### config.mk
export PLATFORM = sky130hd
export DESIGN_NAME = fifo_rd_stream_stage
export DESIGN_NICKNAME = d
export VERILOG_FILES = /design/src/rtl/fifo_rd_stream_stage.sv
export SDC_FILE = /design/constraint.sdc
export NUM_CORES = 1
export LEC_CHECK = 0
export CAP_MARGIN = 20
export CORE_MARGIN = 1.5
export CORE_UTILIZATION = 49
export DETAILED_ROUTE_END_ITERATION = 10
export GPL_TIMING_DRIVEN = 0
export PLACE_DENSITY = 0.77
export REMOVE_ABC_BUFFERS = 1
export SYNTH_ARGS = -nofsm -noshare
export SYNTH_HDL_FRONTEND = slang
export SYNTH_SLANG_ARGS = --single-unit
export TNS_END_PERCENT = 20
### constraint.sdc
create_clock -name r_clk -period 1.9 [get_ports r_clk]
set_clock_uncertainty 0.15 [all_clocks]
set_input_delay 0.19 -clock r_clk [delete_from_list [all_inputs] [get_ports r_clk]]
set_output_delay 0.19 -clock r_clk [all_outputs]
set_load 0.005 [all_outputs]
### src/rtl/fifo_rd_stream_stage.sv
// fifo_rd_stream_stage: read-side FIFO consumer feeding a 2-entry valid/ready output buffer with burst framing.
// Ports:
//   r_clk, rrst      read-domain clock and synchronous active-high reset
//   flush            synchronous clear of buffer and beat counter (FIFO not popped)
//   r_empty, rdata   FIFO empty flag and combinational head word
//   r_en             FIFO pop strobe
//   m_data, m_valid, m_last, m_ready   downstream stream
//   beat_cnt         beats accepted in the current burst
module fifo_rd_stream_stage #(
    parameter int MEMORY_WIDTH = 8,
    parameter int BURST_LEN    = 16,
    parameter int CNT_WIDTH    = 5
) (
    input  logic                    r_clk,
    input  logic                    rrst,
    input  logic                    flush,
    input  logic                    r_empty,
    input  logic [MEMORY_WIDTH-1:0] rdata,
    output logic                    r_en,
    output logic [MEMORY_WIDTH-1:0] m_data,
    output logic                    m_valid,
    output logic                    m_last,
    input  logic                    m_ready,
    output logic [CNT_WIDTH-1:0]    beat_cnt
);
    typedef enum logic [1:0] {EMPTY = 2'd0, ONE = 2'd1, TWO = 2'd2} state_t;
    localparam logic [CNT_WIDTH-1:0] LAST_BEAT = CNT_WIDTH'(BURST_LEN - 1);
    state_t                  state_q, state_d;
    logic [MEMORY_WIDTH-1:0] e0_q, e0_d, e1_q, e1_d;
    logic [CNT_WIDTH-1:0]    beat_q, beat_d;
    logic                    push, pop;
    always_comb begin
        // r_en looks only at registered occupancy so it never combinationally depends on m_ready
        r_en     = !rrst && !flush && !r_empty && state_q != TWO;
        m_valid  = !rrst && state_q != EMPTY;
        m_data   = rrst ? '0 : e0_q;
        m_last   = m_valid && beat_q == LAST_BEAT;
        beat_cnt = rrst ? '0 : beat_q;
        push     = r_en;
        pop      = m_valid && m_ready;
        state_d  = state_q;
        e0_d     = e0_q;
        e1_d     = e1_q;
        beat_d   = pop ? (beat_q == LAST_BEAT ? '0 : beat_q + CNT_WIDTH'(1)) : beat_q;
        case (state_q)
            EMPTY: begin
                if (push) begin
                    state_d = ONE;
                    e0_d    = rdata;
                end
            end
            ONE: begin
                if (push && !pop) begin
                    state_d = TWO;
                    e1_d    = rdata;
                end else if (push) begin
                    e0_d = rdata;
                end else if (pop) begin
                    state_d = EMPTY;
                end
            end
            TWO: begin
                if (pop) begin
                    state_d = ONE;
                    e0_d    = e1_q;
                end
            end
            default: state_d = EMPTY;
        endcase
        if (flush) begin
            state_d = EMPTY;
            e0_d    = '0;
            e1_d    = '0;
            beat_d  = '0;
        end
    end
    always_ff @(posedge r_clk) begin
        if (rrst) begin
            state_q <= EMPTY;
            e0_q    <= '0;
            e1_q    <= '0;
            beat_q  <= '0;
        end else begin
            state_q <= state_d;
            e0_q    <= e0_d;
            e1_q    <= e1_d;
            beat_q  <= beat_d;
        end
    end
endmodule

==> results.rst, run 1 <==
.. list-table::
   :header-rows: 1

   * - Metric
     - Value
   * - Result of the run
     - finished, final reports clean
   * - Maximum Capacitance Violations
     - 0
   * - Height of the die
     - 53.3 um
   * - Data arrival at the endpoint of the critical path
     - 1.88 ns
   * - Number of standard cells in the layout, taps in and fillers out
     - 204
   * - Fraction of the mapped netlist area in adder cells
     - 1.01%
   * - Die area
     - 2840 um2
   * - Clock H-tree levels
     - 1
   * - Vias in the first global route
     - 1,090
   * - Number of buffers inserted during clock tree synthesis
     - 3
   * - Rel. slew slack
     - 58.7%
   * - Final number of max-transition violations
     - 0
   * - Clock transition at the register clock pins on the worst setup and hold paths after CTS
     - 0.13 ns
   * - Largest vdd supply drop
     - 0.615 mV
   * - Final Setup Violations
     - 0
   * - Distinct cell type count of the synthesized netlist
     - 38
   * - Overflow after GRT
     - 0
   * - XOR/XNOR Fraction of Synth Area
     - 0%
   * - Worst flop-to-flop path endpoint
     - beat_q[1]
   * - Shortest clock period the worst path allows after layout
     - 1.84 ns
   * - Global-route met3 utilization
     - 6.21%
   * - Minimum setup slack among reg-to-reg paths
     - 0.06 ns
   * - Routed len/inst
     - 15.9 um
   * - Worst-path cell chain
     - ha_4, nand4b_1, buf_4, buf_6, buf_4, buf_4, buf_6, buf_6, nand4_1, a21oi_2
   * - Compound-Gate Fraction of Synth Area
     - 26.6%
   * - Total wire length after detailed routing
     - 3240 um
   * - Source of the worst hold timing path
     - flush
   * - Die outline width
     - 53.3 um
   * - Initial Utilization
     - 50.9%
   * - Later-pin clock latency in the skew report
     - 0.31 ns
   * - Met2 track demand over resource in global routing
     - 38.7%
   * - Fraction of final layout cells with drive strength greater than 1
     - 16.7%
   * - Combinational family with the most area after synthesis
     - compound AO/OA/AOI/OAI gates
   * - Cell with the largest stage delay on the worst path
     - dfxtp_2
   * - Reg-to-reg critical path startpoint
     - beat_q[1]
   * - Pwr Total
     - 846 uW
   * - Maximum number of pins on one net before global-route repair
     - 19
   * - CTS tree
     - yes
   * - Sequential share of the synthesized area
     - 37.2%
   * - Worst reg-to-reg path cell count
     - 10
   * - Tot GR Track Use
     - 24.4%
   * - Last weighted congestion value of the routability-driven placer
     - 0.746
   * - Placed insts
     - 189
   * - Static Leak
     - 0.636 nW
   * - DRC errors left
     - 0
   * - Drt first pass iters
     - 4
   * - Global-route wire length before repair
     - 5000 um
   * - Vias after detailed routing
     - 1,210
   * - Count of routing violations after the opening detailed-route iteration
     - 36
   * - Hold Crit Class
     - primary input to register
   * - Number of nets in the layout
     - 189
   * - Final hold violations
     - 0
   * - Detail Placement HPWL
     - 2040 um
   * - Area after detailed placement
     - 1510 um2
   * - Netlist area before placement
     - 1240 um2
   * - Transition at the pin with the smallest max-transition slack
     - 0.617 ns
   * - End of the worst hold path
     - beat_q[4]
   * - Critical path class
     - register to register
   * - Sink Count
     - 23
   * - Final critical-path share of the clock period
     - 96.9%
   * - Detailed-route vias per instance
     - 5.93
   * - Final worst-path setup slack
     - 0.0585 ns
   * - Synthesized flop and latch total
     - 23
   * - P per Cell Area
     - 505 nW/um2
   * - Synth-to-layout area growth
     - 35.3%
   * - Warnings from Yosys
     - 0
   * - Max stage delay on crit path
     - 0.38 ns
   * - Kind of end point of the critical path
     - register
   * - Biggest fanout along the worst timing path
     - 3
   * - Data required time at the worst endpoint
     - 1.94 ns
   * - DRT antenna net count
     - 0
   * - Number of antenna violations at the first check in global routing
     - 0
   * - CTS Root Buffer Type
     - clkbuf_4
   * - Fraction of met1 tracks used by global routing
     - 32.6%
   * - Bufs on Longest Clock Path
     - 2
   * - Hold-critical path depth
     - 4
   * - I/O pin cnt
     - 29
   * - Number of core rows
     - 18
   * - Synth Area per Inst
     - 8.79 um2
   * - Portion of netlist area occupied by mux cells
     - 6.46%
   * - Post-synthesis share of cell area spent on and, or, nand and nor gates
     - 22.5%
   * - Busiest layer in global routing
     - met2
   * - IO buf count
     - 28
   * - Number of inserted diodes
     - 0
   * - Core Footprint
     - 2430 um2
   * - Area of all placed cells without fillers
     - 1680 um2
   * - Crit start category
     - register
   * - Max Freq
     - 543 MHz
   * - Number of instances in the synthesized netlist
     - 141
   * - Worst slack, placed
     - -0.700 ns
-- critical path: cells and delay by family (launching register included) --
family                   cells  cell delay (ns)
flip-flops                   1             0.38
AND/OR/NAND/NOR              2             0.24
AO/OA/AOI/OAI                1             0.07
buffers and inverters        6             0.75
adder cells (fa/ha/maj)      1             0.15
-- worst max path at each step --
| stage | from | to | slack [ns] |
|---|---|---|---|
| 2_1_floorplan | beat_q[0] | beat_q[2] | 0.49 |
| 3_3_place_gp | rrst | r_en | -0.69 |
| 3_5_place_dp | rrst | r_en | -0.70 |
| 4_1_cts | state_q[1] | m_valid | 0.004 |
| 5_1_grt | beat_q[1] | m_last | -0.02 |
| 6_report | beat_q[1] | beat_q[1] | 0.06 |
-- cells by family (layout without fill, tap and decap cells) --
logic type | count (synthesis) | count (layout)
AOI/OAI and AO/OA | 48 | 48
and+or+nand+nor | 45 | 45
DFF | 23 | 23
buffers and inverters | 16 | 49
muxes | 8 | 8
adders and majority gates | 1 | 1
-- timing repair --
| action | CTS | global route |
|---|---|---|
| resized for setup | 14 | 7 |
| pin swaps | 2 | 1 |
| hold buffers | 0 | 0 |
| setup endpoints to repair | 16 | 5 |
| buffers inserted | 10 | 1 |
| hold endpoints to repair | 0 | 0 |
-- sequential cells by signal, summed over array words and instances (netlist names) --
register and flops:
state_q 2, e1_q 8, beat_q 5, e0_q 8
-- stage by stage --
step / utilization (%) / hold WS [ns] / TNS (ns)
2_1_floorplan: - / 0.188 / 0
3_3_place_gp: 61.6 / 0.291 / -14.34
3_5_place_dp: 62.2 / 0.298 / -5.26
4_1_cts: 67.1 / 0.247 / 0
5_1_grt: 68.9 / 0.301 / -0.0469
6_report: 68.9 / 0.248 / 0
-- synthesized netlist by cell type (all sizes together) --
cell	number	area, um2
a211o	1	8.76
a211oi	8	60.1
a21o	1	7.51
a21oi	13	65.1
a311oi	9	78.8
a31o	1	17.5
a41oi	1	8.76
and2	1	6.26
and2b	3	22.5
and3b	2	18.8
buf	5	36.3
clkbuf	6	22.5
dfxtp	23	460
ha	1	12.5
inv	5	18.8
mux2i	8	80.1
nand2	3	11.3
nand2b	2	12.5
nand3	9	45.0
nand4	1	6.26
nand4b	2	17.5
nor2	5	18.8
nor2b	11	68.8
nor3	1	10.0
nor3b	1	12.5
o21ai	11	55.1
o21bai	1	11.3
o31a	1	8.76
o31ai	1	7.51
or2	1	6.26
or3	1	6.26
or3b	1	8.76
or4	1	7.51
-- layout by cell type, fill, tap and decap left out, drive strengths merged, types with 2 or more instances in the layout --
| cell | instances |
|---|---|
| clkbuf | 4 |
| dfxtp | 23 |
| nand4b | 2 |
| a21oi | 13 |
| a311oi | 9 |
| and2b | 3 |
| o21ai | 11 |
| clkdlybuf4s50 | 24 |
| a211oi | 8 |
| dlygate4sd2 | 3 |
| buf | 12 |
| mux2i | 8 |
| nor2b | 11 |
| nand2b | 2 |
| nor2 | 5 |
| nand3 | 9 |
| and3b | 2 |
| nand2 | 3 |
| inv | 5 |
-- layer usage --
metal / part of all wire, % / wire [um]
met1: 44 / 1430
met2: 50 / 1620
met3: 5.2 / 169
met4: 0.43 / 14
met5: 0 / 0
-- power by group --
part	total, mW	internal, mW	switching [mW]
Sequential	0.495	0.489	0.00608
Clock	0.226	0.0821	0.144
Combinational	0.124	0.0615	0.0628
Total	0.846	0.633	0.213
-- area by class of cell --
class                           instances  area (um2)
Tap cell                               30        37.5
Timing Repair Buffer                   40         387
Sequential cell                        23         468
Fill cell                             198         757
Clock buffer                            4        26.3
Multi-Input combinational cell        102         738
Inverter                                5        18.8
Power figures use the tool's default switching activity.
==> run 2: changes to the inputs <==
--- a/config.mk
+++ b/config.mk
@@ -12,6 +12,7 @@
 export GPL_TIMING_DRIVEN = 0
 export PLACE_DENSITY = 0.77
 export REMOVE_ABC_BUFFERS = 1
+export SKIP_LAST_GASP = 1
 export SYNTH_ARGS = -nofsm -noshare
 export SYNTH_HDL_FRONTEND = slang
 export SYNTH_SLANG_ARGS = --single-unit
==> run 2 against run 1 <==
Against the previous run: the flow now finishes with violations (negative setup slack); hold slack improved by 0.069 ns; design area decreased by 0.97%; first-iteration DRC count grew 36%; sequential share of layout area up 0.12 points; combinational power is essentially flat; fmax shrank 3.7%; die area is the same; clock-buffer cell count unchanged; clock power barely moved; register-to-register slack worse by 0.05 ns; worst setup slack worse by 0.070 ns; largest power group unchanged.
==> results.rst, run 2 (same netlist as run 1, synthesis figures left out) <==
.. list-table::
   :header-rows: 1

   * - Metric
     - Value
   * - Final Setup Violations
     - 1 (+1)
   * - Die outline width
     - 53.3 um (unchanged)
   * - Number of nets in the layout
     - 189 (unchanged)
   * - Worst flop-to-flop path endpoint
     - beat_q[1]
   * - Number of inserted diodes
     - 0 (unchanged)
   * - Maximum Capacitance Violations
     - 0 (unchanged)
   * - Maximum number of pins on one net before global-route repair
     - 19 (unchanged)
   * - Buffer and inverter count on the worst path
     - 2 (-4)
   * - Number of buffers inserted during clock tree synthesis
     - 3 (unchanged)
   * - Clock transition at the register clock pins on the worst setup and hold paths after CTS
     - 0.13 ns (about the same)
   * - CTS Root Buffer Type
     - clkbuf_4
   * - Power share of the clock group
     - 26.9% (+0.2 points)
   * - Reg-to-reg critical path startpoint
     - beat_q[0]
   * - Cell with the largest stage delay on the worst path
     - clkdlybuf4s50_1
   * - CTS tree
     - yes
   * - Source of the worst hold timing path
     - beat_q[4]
   * - Worst reg-to-reg path cell count
     - 10 (unchanged)
   * - Vias after detailed routing
     - 1,208 (-0.17%)
   * - Rel. slew slack
     - 58.8% (+0.062 points)
   * - P per Cell Area
     - 512 nW/um2 (+1.5%)
   * - Max stage delay on crit path
     - 0.51 ns (+0.13 ns)
   * - Commonest non-fill, non-tap cell in the layout
     - clkdlybuf4s50_1
   * - Leading cell types in the layout, fill and taps excluded
     - clkdlybuf4s50_1 (25), dfxtp_1 (19), a21oi_1 (13), nor2b_1 (11), buf_4 (11)
   * - Result of the run
     - finished, violations left
   * - Clock H-tree levels
     - 1 (unchanged)
   * - Detail Placement HPWL
     - 2040 um (unchanged)
   * - Fraction of final layout cells with drive strength greater than 1
     - 16.1% (-0.57 points)
   * - Static Leak
     - 0.629 nW (-1.1%)
   * - Sequential group share of total power
     - 58.4% (-0.2 points)
   * - Setup total negative slack
     - -0.0116 ns (-0.0116 ns)
   * - Shortest clock period the worst path allows after layout
     - 1.91 ns (+0.0701 ns)
   * - Final cell utilization of the core
     - 68.2% (-0.67 points)
   * - Final number of max-transition violations
     - 0 (unchanged)
   * - Critical path class
     - primary input to output pin
   * - Hold-critical path depth
     - 2 (-2)
   * - Tot GR Track Use
     - 24.4% (+0.059 points)
   * - Crit start category
     - primary input
   * - Crit-path most repeated cell
     - clkdlybuf4s50_1
   * - Later-pin clock latency in the skew report
     - 0.32 ns (about the same)
   * - Die area
     - 2840 um2 (unchanged)
   * - Hold Crit Class
     - register to register
   * - Last weighted congestion value of the routability-driven placer
     - 0.746 (unchanged)
   * - Max Freq
     - 523 MHz (-3.7%)
   * - DRT antenna net count
     - 0 (unchanged)
   * - Vias in the first global route
     - 1,094 (+0.37%)
   * - Crit path depth
     - 4 (-6)
   * - IO buf count
     - 28 (unchanged)
   * - Fill cell total of the finished layout
     - 200 (+1.0%)
   * - Data required time at the worst endpoint
     - 1.56 ns (-0.38 ns)
   * - Crit path max-delay family
     - buffers and inverters
   * - Final critical-path share of the clock period
     - 101% (+3.7 points)
   * - Fraction of power spent switching nets
     - 25.3% (+0.18 points)
   * - Pwr Total
     - 850 uW (+0.49%)
   * - Data arrival at the endpoint of the critical path
     - 1.57 ns (-0.31 ns)
   * - Worst-path cell chain
     - clkdlybuf4s50_1, nor3_4, and2_1, clkdlybuf4s50_1
   * - Critical path endpoint
     - r_en
   * - Count of routing violations after the opening detailed-route iteration
     - 49 (+36%)
   * - Setup repair after global routing missed its margin
     - yes
   * - Overflow after GRT
     - 0 (unchanged)
   * - Transition at the pin with the smallest max-transition slack
     - 0.616 ns (-0.000925 ns)
   * - Cell-internal power
     - 634 uW (+0.25%)
   * - Largest vdd supply drop
     - 0.621 mV (+0.93%)
   * - Drt first pass iters
     - 4 (unchanged)
   * - Core Footprint
     - 2430 um2 (unchanged)
   * - Kind of end point of the critical path
     - output pin
   * - Registers with the most flip-flops
     - e0_q (8), e1_q (8), beat_q (5)
   * - Total wire length after detailed routing
     - 3230 um (-0.12%)
   * - Height of the die
     - 53.3 um (unchanged)
   * - Synth-to-layout area growth
     - 33.9%
   * - Psw
     - 215 uW (+1.2%)
   * - Timing startpoint of the critical path
     - flush
   * - Violations in the final reports
     - negative setup slack
   * - Area of all placed cells without fillers
     - 1660 um2 (-0.97%)
   * - Sink Count
     - 23 (unchanged)
   * - Routed len/inst
     - 15.8 um (-0.12%)
   * - Final hold violations
     - 0 (unchanged)
   * - Initial Utilization
     - 50.9% (unchanged)
   * - Global-route wire length before repair
     - 5020 um (+0.28%)
   * - I/O pin cnt
     - 29 (unchanged)
   * - DRC errors left
     - 0 (unchanged)
   * - Number of antenna violations at the first check in global routing
     - 0 (unchanged)
   * - Area after detailed placement
     - 1510 um2 (unchanged)
   * - Bufs on Longest Clock Path
     - 2 (unchanged)
   * - Detailed-route vias per instance
     - 5.92 (-0.17%)
   * - Portion of total power attributed to combinational logic
     - 14.7% (about the same)
   * - Biggest fanout along the worst timing path
     - 5 (+2)
   * - Number of core rows
     - 18 (unchanged)
   * - Final worst-path setup slack
     - -0.0116 ns (-0.0701 ns)
   * - Minimum setup slack among reg-to-reg paths
     - 0.01 ns (-0.05 ns)
## run 2: cell types whose count changed in the layout (fill, tap and decap cells not counted), sizes merged
cell,before,now
clkdlybuf4s50,24,25
dlygate4sd2,3,2
## run 2: power by group through the flow
stage	clock [mW]	combinational [mW]	sequential, mW
6_report	0.229	0.125	0.496
5_1_grt	0.245	0.135	0.497
4_1_cts	0.229	0.122	0.495
3_5_place_dp	0	0.119	0.506
3_3_place_gp	0	0.113	0.505
2_1_floorplan	0	0.0549	0.504
## run 2: worst reg2reg max path, stage by stage (launching register included)
cell and delay (ns):
dfxtp_2 0.37, ha_4 0.15, nand4b_1 0.14, buf_4 0.17, buf_4 0.13, buf_4 0.12, buf_4 0.12, buf_4 0.12
buf_4 0.13, nand4_1 0.08, a21oi_1 0.09
## run 2: worst min path at each step
stage | endpoint | slack (ns)
detailed placement | beat_q[4] | 0.30
finish | beat_q[4] | 0.32
global route | e1_q[6] | 0.32
floorplan | e1_q[0] | 0.19
CTS | state_q[0] | 0.31
global placement | beat_q[4] | 0.29
## run 2: timing repair
item | 4_1_cts | 5_1_grt
pin swaps | 2 | 0
setup buffers | 10 | 1
resized for setup | 13 | 2
endpoints found under the setup margin | 16 | 5
hold buffers | 0 | 0
## run 2: cell type report
type | count | area, um2 | area share, %
Timing Repair Buffer | 40 | 377 | 22.7
Inverter | 5 | 18.8 | 1.13
Multi-Input combinational cell | 102 | 734 | 44.3
Tap cell | 30 | 37.5 | 2.26
Sequential cell | 23 | 465 | 28.1
Clock buffer | 4 | 26.3 | 1.58
## run 2: routing by layer
| layer | up-vias | track usage [%] | share of wire, % |
|---|---|---|---|
| met3 | 2 | 6.21 | 5.4 |
| met5 | - | 0 | 0 |
| met2 | 33 | 38.9 | 49 |
| met4 | 0 | 5.98 | 0.50 |
| li1 | 589 | - | - |
| met1 | 584 | 32.6 | 45 |
## run 2: metrics by stage
step / hold WS (ns) / setup WS [ns] / cells
2_1_floorplan: 0.188 / 0.487 / 130
3_3_place_gp: 0.291 / -0.693 / 188
3_5_place_dp: 0.298 / -0.700 / 189
4_1_cts: 0.313 / -0.0194 / 203
5_1_grt: 0.316 / -0.0657 / 204
6_report: 0.316 / -0.0116 / 204
